`src/rtl/div_radix_param_pkg.sv`:
```
// rtl/div_radix_param_pkg.sv - shared types and sizing helpers for the iterative divider
// Contents:
//   div_state_t            : IDLE / BUSY / DONE controller states
//   DIV_WIDTH_DEFAULT      : default operand width
//   DIV_RADIX_DEFAULT      : default quotient bits retired per cycle
//   cnt_width(w, r)        : iteration counter width, $clog2(w/r)+1
package div_pkg;

    typedef enum logic [1:0] {
        IDLE = 2'd0,
        BUSY = 2'd1,
        DONE = 2'd2
    } div_state_t;

    localparam int DIV_WIDTH_DEFAULT = 32;
    localparam int DIV_RADIX_DEFAULT = 1;

    function automatic int cnt_width(input int width, input int radix);
        return $clog2(width / radix) + 1;
    endfunction

endpackage

```
`src/rtl/div_radix_param_if.sv`:
```
// rtl/div_radix_param_if.sv - request/response bundle between execute stage and divider
// Signals:
//   start_i, signed_i, annul_i, opdata1_i, opdata2_i : requester -> divider
//   result_o {rem, quo}, ready_o, busy_o, div_zero_o  : divider -> requester
// Modports: master (requester side), slave (divider side)
interface div_radix_param_if #(
    parameter int WIDTH = 32
);
    logic               start_i;
    logic               signed_i;
    logic               annul_i;
    logic [WIDTH-1:0]   opdata1_i;
    logic [WIDTH-1:0]   opdata2_i;
    logic [2*WIDTH-1:0] result_o;
    logic               ready_o;
    logic               busy_o;
    logic               div_zero_o;

    modport master (
        output start_i, signed_i, annul_i, opdata1_i, opdata2_i,
        input  result_o, ready_o, busy_o, div_zero_o
    );

    modport slave (
        input  start_i, signed_i, annul_i, opdata1_i, opdata2_i,
        output result_o, ready_o, busy_o, div_zero_o
    );
endinterface

```
`src/rtl/div_radix_param_step.sv`:
```
// rtl/div_radix_param_step.sv - one combinational restoring division step
// Ports:
//   i_rem [W:0]   partial remainder in
//   i_dvd [W-1:0] dividend/quotient shift register in (dividend bits leave at MSB)
//   i_dsr [W-1:0] divisor magnitude
//   o_rem [W:0]   partial remainder out
//   o_dvd [W-1:0] shift register out, new quotient bit inserted at LSB
module div_step #(
    parameter int W = 32
) (
    input  logic [W:0]   i_rem,
    input  logic [W-1:0] i_dvd,
    input  logic [W-1:0] i_dsr,
    output logic [W:0]   o_rem,
    output logic [W-1:0] o_dvd
);
    logic [W+1:0] w_shift;
    logic [W+1:0] w_diff;
    logic         w_qbit;

    // One extra guard bit so the trial subtract exposes its borrow at the MSB.
    assign w_shift = {i_rem, i_dvd[W-1]};
    assign w_diff  = w_shift - {2'b00, i_dsr};
    assign w_qbit  = ~w_diff[W+1];
    assign o_rem   = w_qbit ? w_diff[W:0] : w_shift[W:0];
    assign o_dvd   = {i_dvd[W-2:0], w_qbit};
endmodule

```
`src/rtl/div_radix_param.sv`:
```
// rtl/div_radix_param.sv - parametrised signed/unsigned iterative divider (HI/LO)
// Ports:
//   clk  : clock, rising edge
//   rst  : synchronous active-high reset
//   bus  : div_radix_param_if.slave (start/signed/annul/operands in; result/ready/busy/div_zero out)
// Parameters: WIDTH (multiple of RADIX_BITS), RADIX_BITS (1 or 2)
// Build option: DIV_EARLY_TERM_EN - finish in one cycle when |dividend| < |divisor|.
module div_radix_param
    import div_pkg::*;
#(
    parameter int WIDTH      = DIV_WIDTH_DEFAULT,
    parameter int RADIX_BITS = DIV_RADIX_DEFAULT
) (
    input  logic              clk,
    input  logic              rst,
    div_radix_param_if.slave  bus
);
    localparam int N     = WIDTH / RADIX_BITS;
    localparam int CNT_W = cnt_width(WIDTH, RADIX_BITS);
    localparam logic [CNT_W-1:0] LAST_CNT = CNT_W'(N - 1);

    div_state_t          r_state;
    div_state_t          w_next;
    logic [WIDTH:0]      r_rem;
    logic [WIDTH-1:0]    r_dvd;
    logic [WIDTH-1:0]    r_dsr;
    logic [CNT_W-1:0]    r_cnt;
    logic                r_q_neg;
    logic                r_r_neg;
    logic [2*WIDTH-1:0]  r_result;
    logic                r_ready;
    logic                r_busy;
    logic                r_div_zero;

    logic                w_a_neg;
    logic                w_b_neg;
    logic [WIDTH-1:0]    w_a_mag;
    logic [WIDTH-1:0]    w_b_mag;
    logic                w_div_zero;
    logic                w_early;
    logic                w_accept;
    logic                w_last_busy;
    logic [WIDTH-1:0]    w_q_fix;
    logic [WIDTH-1:0]    w_r_fix;

    logic [WIDTH:0]      w_rem [0:RADIX_BITS];
    logic [WIDTH-1:0]    w_dvd [0:RADIX_BITS];

    assign w_a_neg    = bus.signed_i & bus.opdata1_i[WIDTH-1];
    assign w_b_neg    = bus.signed_i & bus.opdata2_i[WIDTH-1];
    assign w_a_mag    = w_a_neg ? -bus.opdata1_i : bus.opdata1_i;
    assign w_b_mag    = w_b_neg ? -bus.opdata2_i : bus.opdata2_i;
    assign w_div_zero = (bus.opdata2_i == '0);

`ifdef DIV_EARLY_TERM_EN
    assign w_early = !w_div_zero && (w_a_mag < w_b_mag);
`else
    assign w_early = 1'b0;
`endif

    // annul wins over a simultaneous start.
    assign w_accept    = (r_state == IDLE) && bus.start_i && !bus.annul_i;
    assign w_last_busy = (r_state == BUSY) && (r_cnt == LAST_CNT);

    // RADIX_BITS restoring steps chained combinationally per BUSY cycle.
    assign w_rem[0] = r_rem;
    assign w_dvd[0] = r_dvd;
    for (genvar gi = 0; gi < RADIX_BITS; gi++) begin : g_step
        div_step #(.W(WIDTH)) u_step (
            .i_rem (w_rem[gi]),
            .i_dvd (w_dvd[gi]),
            .i_dsr (r_dsr),
            .o_rem (w_rem[gi+1]),
            .o_dvd (w_dvd[gi+1])
        );
    end

    // Sign fix-ups applied to the last step's outputs so the result is
    // registered on the same edge that enters DONE.
    assign w_q_fix = r_q_neg ? -w_dvd[RADIX_BITS] : w_dvd[RADIX_BITS];
    assign w_r_fix = r_r_neg ? -w_rem[RADIX_BITS][WIDTH-1:0] : w_rem[RADIX_BITS][WIDTH-1:0];

    always_comb begin
        w_next = r_state;
        if (bus.annul_i) begin
            w_next = IDLE;
        end else begin
            case (r_state)
                IDLE:    if (bus.start_i) w_next = (w_div_zero || w_early) ? DONE : BUSY;
                BUSY:    if (r_cnt == LAST_CNT) w_next = DONE;
                DONE:    w_next = IDLE;
                default: w_next = IDLE;
            endcase
        end
    end

    always_ff @(posedge clk) begin
        if (rst) r_state <= IDLE;
        else     r_state <= w_next;
    end

    always_ff @(posedge clk) begin
        if (rst) begin
            r_rem   <= '0;
            r_dvd   <= '0;
            r_dsr   <= '0;
            r_cnt   <= '0;
            r_q_neg <= 1'b0;
            r_r_neg <= 1'b0;
        end else if (w_accept) begin
            r_rem   <= '0;
            r_dvd   <= w_a_mag;
            r_dsr   <= w_b_mag;
            r_cnt   <= '0;
            r_q_neg <= w_a_neg ^ w_b_neg;
            r_r_neg <= w_a_neg;
        end else if (r_state == BUSY) begin
            r_rem <= w_rem[RADIX_BITS];
            r_dvd <= w_dvd[RADIX_BITS];
            r_cnt <= r_cnt + CNT_W'(1);
        end
    end

    always_ff @(posedge clk) begin
        if (rst) begin
            r_result   <= '0;
            r_ready    <= 1'b0;
            r_busy     <= 1'b0;
            r_div_zero <= 1'b0;
        end else begin
            r_ready <= 1'b0;
            r_busy  <= (w_next != IDLE);
            if (w_accept && (w_div_zero || w_early)) begin
                // Divide-by-zero returns the raw dividend as remainder; the
                // early path has |a| < |b| so the raw dividend is the remainder.
                r_result   <= {bus.opdata1_i, w_div_zero ? {WIDTH{1'b1}} : {WIDTH{1'b0}}};
                r_div_zero <= w_div_zero;
                r_ready    <= 1'b1;
            end else if (w_last_busy && !bus.annul_i) begin
                r_result   <= {w_r_fix, w_q_fix};
                r_div_zero <= 1'b0;
                r_ready    <= 1'b1;
            end
        end
    end

    assign bus.result_o   = r_result;
    assign bus.ready_o    = r_ready;
    assign bus.busy_o     = r_busy;
    assign bus.div_zero_o = r_div_zero;
endmodule

```
`src/flat_wrapper.sv`:
```
// flat-port wrapper written by rule: the top's interface ports become plain ports
module div_radix_param_flat import div_pkg::*;
#(
    parameter int WIDTH      = DIV_WIDTH_DEFAULT,
    parameter int RADIX_BITS = DIV_RADIX_DEFAULT
)
  (clk, rst, bus_start_i, bus_signed_i, bus_annul_i, bus_opdata1_i, bus_opdata2_i, bus_result_o, bus_ready_o, bus_busy_o, bus_div_zero_o);
  div_radix_param_if #(.WIDTH(WIDTH)) bus_i ();
  input  logic clk;
  input  logic rst;
  input wire logic [$bits(bus_i.start_i)-1:0] bus_start_i;
  input wire logic [$bits(bus_i.signed_i)-1:0] bus_signed_i;
  input wire logic [$bits(bus_i.annul_i)-1:0] bus_annul_i;
  input wire logic [$bits(bus_i.opdata1_i)-1:0] bus_opdata1_i;
  input wire logic [$bits(bus_i.opdata2_i)-1:0] bus_opdata2_i;
  output wire logic [$bits(bus_i.result_o)-1:0] bus_result_o;
  output wire logic [$bits(bus_i.ready_o)-1:0] bus_ready_o;
  output wire logic [$bits(bus_i.busy_o)-1:0] bus_busy_o;
  output wire logic [$bits(bus_i.div_zero_o)-1:0] bus_div_zero_o;
  assign bus_i.start_i = bus_start_i;
  assign bus_i.signed_i = bus_signed_i;
  assign bus_i.annul_i = bus_annul_i;
  assign bus_i.opdata1_i = bus_opdata1_i;
  assign bus_i.opdata2_i = bus_opdata2_i;
  assign bus_result_o = bus_i.result_o;
  assign bus_ready_o = bus_i.ready_o;
  assign bus_busy_o = bus_i.busy_o;
  assign bus_div_zero_o = bus_i.div_zero_o;
  div_radix_param #(.WIDTH(WIDTH), .RADIX_BITS(RADIX_BITS)) u_core (.clk(clk), .rst(rst), .bus(bus_i));
endmodule
```
`config.mk`:
```
export PLATFORM = sky130hd
export DESIGN_NAME = div_radix_param_flat
export DESIGN_NICKNAME = d
export VERILOG_FILES = /design/src/rtl/div_radix_param_pkg.sv /design/src/rtl/div_radix_param_if.sv /design/src/rtl/div_radix_param_step.sv /design/src/rtl/div_radix_param.sv /design/src/flat_wrapper.sv
export SDC_FILE = /design/constraint.sdc
export NUM_CORES = 1
export LEC_CHECK = 0
export ABC_AREA = 1
export BUFFER_PORTS_ARGS = -buffer_cell sky130_fd_sc_hd__buf_2
export CAP_MARGIN = 25
export CORE_MARGIN = 2
export CORE_UTILIZATION = 45
export CTS_CLUSTER_DIAMETER = 200
export DETAILED_ROUTE_END_ITERATION = 8
export GPL_ROUTABILITY_DRIVEN = 0
export HOLD_SLACK_MARGIN = 0.15
export SLEW_MARGIN = 20
export SYNTH_ARGS = -nofsm -noshare
export SYNTH_HDL_FRONTEND = slang
export SYNTH_HIERARCHICAL = 1
export SYNTH_SLANG_ARGS = --single-unit
```
`constraint.sdc`:
```
create_clock -name clk -period 4 [get_ports clk]
set_clock_uncertainty 0.2 [all_clocks]
set_input_delay 0.6 -clock clk [delete_from_list [all_inputs] [get_ports clk]]
set_output_delay 0.6 -clock clk [all_outputs]
set_load 0.005 [all_outputs]
```
# --- Yosys cells after proc, flatten, opt, wreduce, memory -nomap -nowiden ---
# Index checks and enable logic that the tools add are counted.
# W data, S select, Z words.
classes:
  eq_ne: 2
  muxes: 19
  add_sub_neg: 6
  reduce_logical: 12
  bitwise_logic: 4
op_table:
  columns: ["operator", "count"]
  rows:
  - ["$mux W32", 7]
  - ["$mux W64", 2]
  - ["$neg A32 Y32", 4]
  - ["$sub A34 B32 Y34", 1]
  - ["$mux W33", 1]
  - ["$logic_not A32 Y1", 1]
  - ["$mux W2", 4]
  - ["$add A6 B1 Y6 const B", 1]
  - ["$eq A6 B5 Y1 const B", 1]
  - ["$reduce_bool A2 Y1", 3]
  - ["$logic_and A1 B1 Y1", 5]
  - ["$mux W1", 4]
  - ["$pmux W2 S2", 1]
  - ["$and A1 B1 Y1", 2]
  - ["$eq A2 B1 Y1 const B", 1]
  - ["$logic_not A2 Y1", 1]
  - ["$reduce_or A2 Y1", 1]
  - ["$logic_not A1 Y1", 1]
  - ["$not A1 Y1", 1]
  - ["$xor A1 B1 Y1", 1]
totals:
  register_bits: 174
  word_cells: 54
  in_bits: 69

# --- Longest topological paths before layout ---
depth:
  word_depth: 6
  mapped_depth: 28
  mapped_depth_nobuf: 27

# --- By module ---
# The synthesis kept the hierarchy.
by_module_without_submodules:
  columns: ["mod", "seq_area_each_um2", "instances", "area_per_inst_um2", "cells_per_inst"]
  rows:
  - ["div_radix_param", 3483.3, 1, 10430.0, 1699]
  - ["div_step", 0.0, 1, 3684.8, 753]

# --- Worst setup path after synthesis ---
# OpenSTA, ideal clock, no wires.
synth_path:
  kind: "register to register"
  startpoint: "reg u_core.r_dsr[28]"
  endpoint: "reg u_core.r_result[18], in the netlist u_core/bus.result_o[18]"
  setup_slack_ns: 0.630
  n_path_buf: 2
  t_arrival_ns: 3.042
  stages_incl_launch_ff: 24
  setup_ns: 0.128
  path_cell_list: "dfxtp_1 -> inv_1 -> ha_1 -> nand2_1 -> inv_1 -> nand2_1 -> and2_1 -> o21ai_1 -> nor2_2 -> nand2_2 -> nand2_4 -> buf_6 -> nand2_1 -> buf_4 -> inv_1 -> ha_1 -> nand3_1 -> nor2_1 -> nand2_1 -> o21ai_1 -> xor2_1 -> nor2_1 -> nor2_1 -> nor2_1"
synth_between:
  elab_chain_len: 6
synth_rtl:
  columns: ["item", "line", "rtl"]
  rows:
  - ["start, declared", "div_radix_param.sv:26", "logic [WIDTH-1:0] r_dsr;"]
  - ["start signal, assigned", "div_radix_param.sv:113", "r_dsr <= w_b_mag;"]
  - ["$sub A34 B32 Y34", "div_radix_param_step.sv:23", "assign w_diff = w_shift - {2'b00, i_dsr};"]
  - ["$not A1 Y1", "div_radix_param_step.sv:24", "assign w_qbit = ~w_diff[W+1];"]
  - ["named net u_core.g_step[0].u_step.w_qbit", "div_radix_param_step.sv:19", "logic w_qbit;"]
  - ["$neg A32 Y32", "div_radix_param.sv:80", "assign w_q_fix = r_q_neg ? -w_dvd[RADIX_BITS] : w_dvd[RADIX_BITS];"]
  - ["$mux W32", "div_radix_param.sv:80", null]
  - ["$mux W64", "div_radix_param.sv:139", "end else if (w_last_busy && !bus.annul_i) begin"]
  - ["$mux W64", "div_radix_param.sv:133", "if (w_accept && (w_div_zero || w_early)) begin"]
  - ["end signal, assigned", "div_radix_param.sv:136", "r_result <= {bus.opdata1_i, w_div_zero ? {WIDTH{1'b1}} : {WIDTH{1'b0}}};"]
  - ["end signal, assigned", "div_radix_param.sv:140", "r_result <= {w_r_fix, w_q_fix};"]
  - ["end, declared", "div_radix_param.sv:30", "logic [2*WIDTH-1:0] r_result;"]
# The timed path passes the listed nets, and every way through them passes these cells. The select of a mux whose other input is x is not followed.
# A chain may end at the register's enable or synchronous reset.

==> summary.txt <==
Share of cells above drive strength 1 = 0.116
Clock Path Buffers = 2
Crit start category = register
Worst Path Max Fanout = 24
Synth warnings = 6
Initial Util = 0.459
Unrepaired setup endpoints after global routing = no
Worst Path Required = 4.19 ns
Nets@finish = 2640
CP arrival = 3.98 ns
GRT Util Overall = 0.311
WS Path Type = register to register
Min Tclk post-route = 3.79 ns
Clk_lat worst skew = 0.46 ns
Die height = 181 um
TritonRoute pass-1 iters = 8
Reg2reg setup slack = 0.21 ns
Fmax achieved = 264 MHz
Final Hold Fails = 0
Remaining antenna violation count after routing = 0
CTS tree = yes
Max cap viols = 0
Final WS setup = 0.213 ns
Slew headroom = 0.446
Library cells used by synthesis = 44
Clock transition at path regs = 0.07 ns
Worst setup EP type = register
Root Driver = clkbuf_16
Routed vias = 15.7k
Setup violators final = 0
Post-CTS Repair Setup Buffers = 0
Antenna cells = 0
Die area = 0.0328 mm^2
P&R area growth vs syn = 11.4%
Synth Cell Area = 0.0141 mm^2
Num CTS Buffers = 17
Port Buf Inserts = 135
Worst-Margin Slew = 0.827 ns
Pre-CTS setup slack = 0.128 ns
Core area = 0.0307 mm^2
Status = complete, no violations
Iter 0 DRT Violations = 1559
Cell area power density = 319 mW/mm^2
Avg Inst Size Synth = 5.76 um^2
Resized Gates After CTS = 0
Hold Buf Count CTS = 0
Cell row count = 64
Vias in the first global route = 14.5k
Sequential fraction of the synthesis area = 0.247
Vias/cell = 5.35
Gr ovfl total = 0
Largest net degree at the start of global routing = 68
Initial antenna violation count = 0
Worst hold path class = primary input to register
FILL cells = 3322
CTS Sinks = 174
DRC = 0
Syn Nets = 2559
Total wire length = 51200 um
Mapped Cells = 2452
VDD IR max = 0.272 mV
Setup TNS = 0 ns
Total power = 5010 uW
Post-DP HPWL = 40000 um
Dpl cells = 2910
Final Slew Violations = 0
First-pass GRT wire length = 79900 um
WL per Instance = 17.4 um
Final Util = 0.512
Die X = 181 um
I/O pin count = 136
Period utilization = 0.947
Synth Register Bits = 174
Pleak = 0.00823 uW
Non-filler instance count after layout = 2942
H-tree levels = 4
[stage by stage]
step / hold slack, ns / cell area [um^2]
finish: 0.227 / 15700
detailed placement: 0.238 / 14900
global route: 0.227 / 15700
floorplan: 0.226 / 14100
CTS: 0.213 / 15500
global placement: 0.241 / 14900
[cell families (layout without fill, tap and decap cells)]
kind of cell / count (synthesis) / after routing / synth area share
and+or+nand+nor: 1395 / 1395 / 0.420
buffers and inverters: 468 / 562 / 0.140
DFF: 174 / 174 / 0.247
adders and majority gates: 38 / 38 / 0.0342
xor gates and xnor gates: 75 / 75 / 0.0465
AOI/OAI and AO/OA: 302 / 302 / 0.113
[path summary, 6_finish.rpt]
kind	from	end	cells after the start
max reg2reg	u_core/r_dsr[7]	u_core/bus.result_o[59]	27
max	u_core/r_dsr[7]	u_core/bus.result_o[59]	27
min reg2reg	u_core/bus.result_o[45]	u_core/bus.result_o[45]	2
min	bus_opdata2_i[1]	u_core/r_dsr[1]	3
[layout by cell type, fill, tap and decap left out, drive strengths merged]
cell type / n
clkinv: 5
inv: 361
clkbuf: 19
nor4: 2
clkinvlp: 1
nor3: 23
o21ai: 128
o221ai: 4
bufinv: 1
and3: 1
ha: 37
nor2: 226
o31ai: 3
nand3b: 4
buf: 175
o22ai: 3
a31oi: 6
a21oi: 140
and2: 12
o21bai: 2
o211ai: 15
xnor2: 7
xor2: 68
nand4: 30
nand3: 249
or2: 3
o32ai: 1
nand2: 845
fa: 1
dfxtp: 174
[routing by layer]
metal / wire, um / track usage
met1: 23100 / 0.436
met2: 21700 / 0.466
met3: 4540 / 0.0607
met4: 1800 / 0.124
met5: 0 / 0
[Yosys cell counts (all sizes together)]
library cell    n  share of area
nand2         845           0.23
inv           353          0.094
nand3         249          0.094
nor2          226          0.064
dfxtp         174           0.25
a21oi         140          0.050
o21ai         128          0.045
xor2           68          0.042
clkbuf         57          0.015
buf            56          0.030
ha             37          0.033
nand4          30          0.013
nor3           23          0.011
o211ai         15         0.0080
and2           12         0.0053
xnor2           7         0.0043
a31oi           6         0.0027
nand3b          4         0.0021
o221ai          4         0.0025
o22ai           3         0.0013
o31ai           3         0.0016
or2             3         0.0013
clkinv          2        0.00053
nor4            2        0.00089
o21bai          2         0.0011
and3            1        0.00044
fa              1         0.0014
o32ai           1        0.00062
[sequential cells by signal, indices dropped and copies added, names as in the netlist]
register,cells
u_core/r_dvd,32
u_core/bus.busy_o,1
u_core/r_r_neg,1
u_core/bus.div_zero_o,1
u_core/bus.result_o,64
u_core/r_rem,33
u_core/r_q_neg,1
u_core/r_cnt,6
u_core/r_state,2
u_core/bus.ready_o,1
u_core/r_dsr,32
[final cells by class]
class,count,area [um^2],share of cell area
inverter,355,1330,0.0847
clock buffer,19,453,0.0288
tap,396,495,0.0315
clock inverter,13,145,0.00923
multi-input combinational,1810,8840,0.562
timing repair buffer,175,983,0.0625
sequential,174,3480,0.221
[report_power, final]
part	leakage (uW)	switching, uW	internal (uW)
Clock	0.000294	831	921
Sequential	0.00141	45.6	1780
Combinational	0.00653	996	438
Total	0.00823	1870	3140
[critical path, stage by stage, from the launching register on]
cell     delay (ns)
dfxtp_1        0.35
inv_1          0.09
ha_1           0.38
nand2_2        0.11
inv_2          0.07
nand2_1        0.06
nand2_2        0.09
inv_2          0.04
nand3_2        0.12
nand2_2        0.07
nand2_2        0.07
nand2_2        0.10
nand2_4        0.14
nand2_8        0.13
buf_4          0.21
nand3_1        0.15
nand2_1        0.11
inv_1          0.13
nand2_1        0.07
nor2_1         0.17
nand4_1        0.18
nor2_2         0.17
nor2_1         0.06
nand2_1        0.07
nand3_1        0.13
nand2_1        0.13
nand2_1        0.05
nand2_1        0.06
Power figures use the tool's default switching activity.
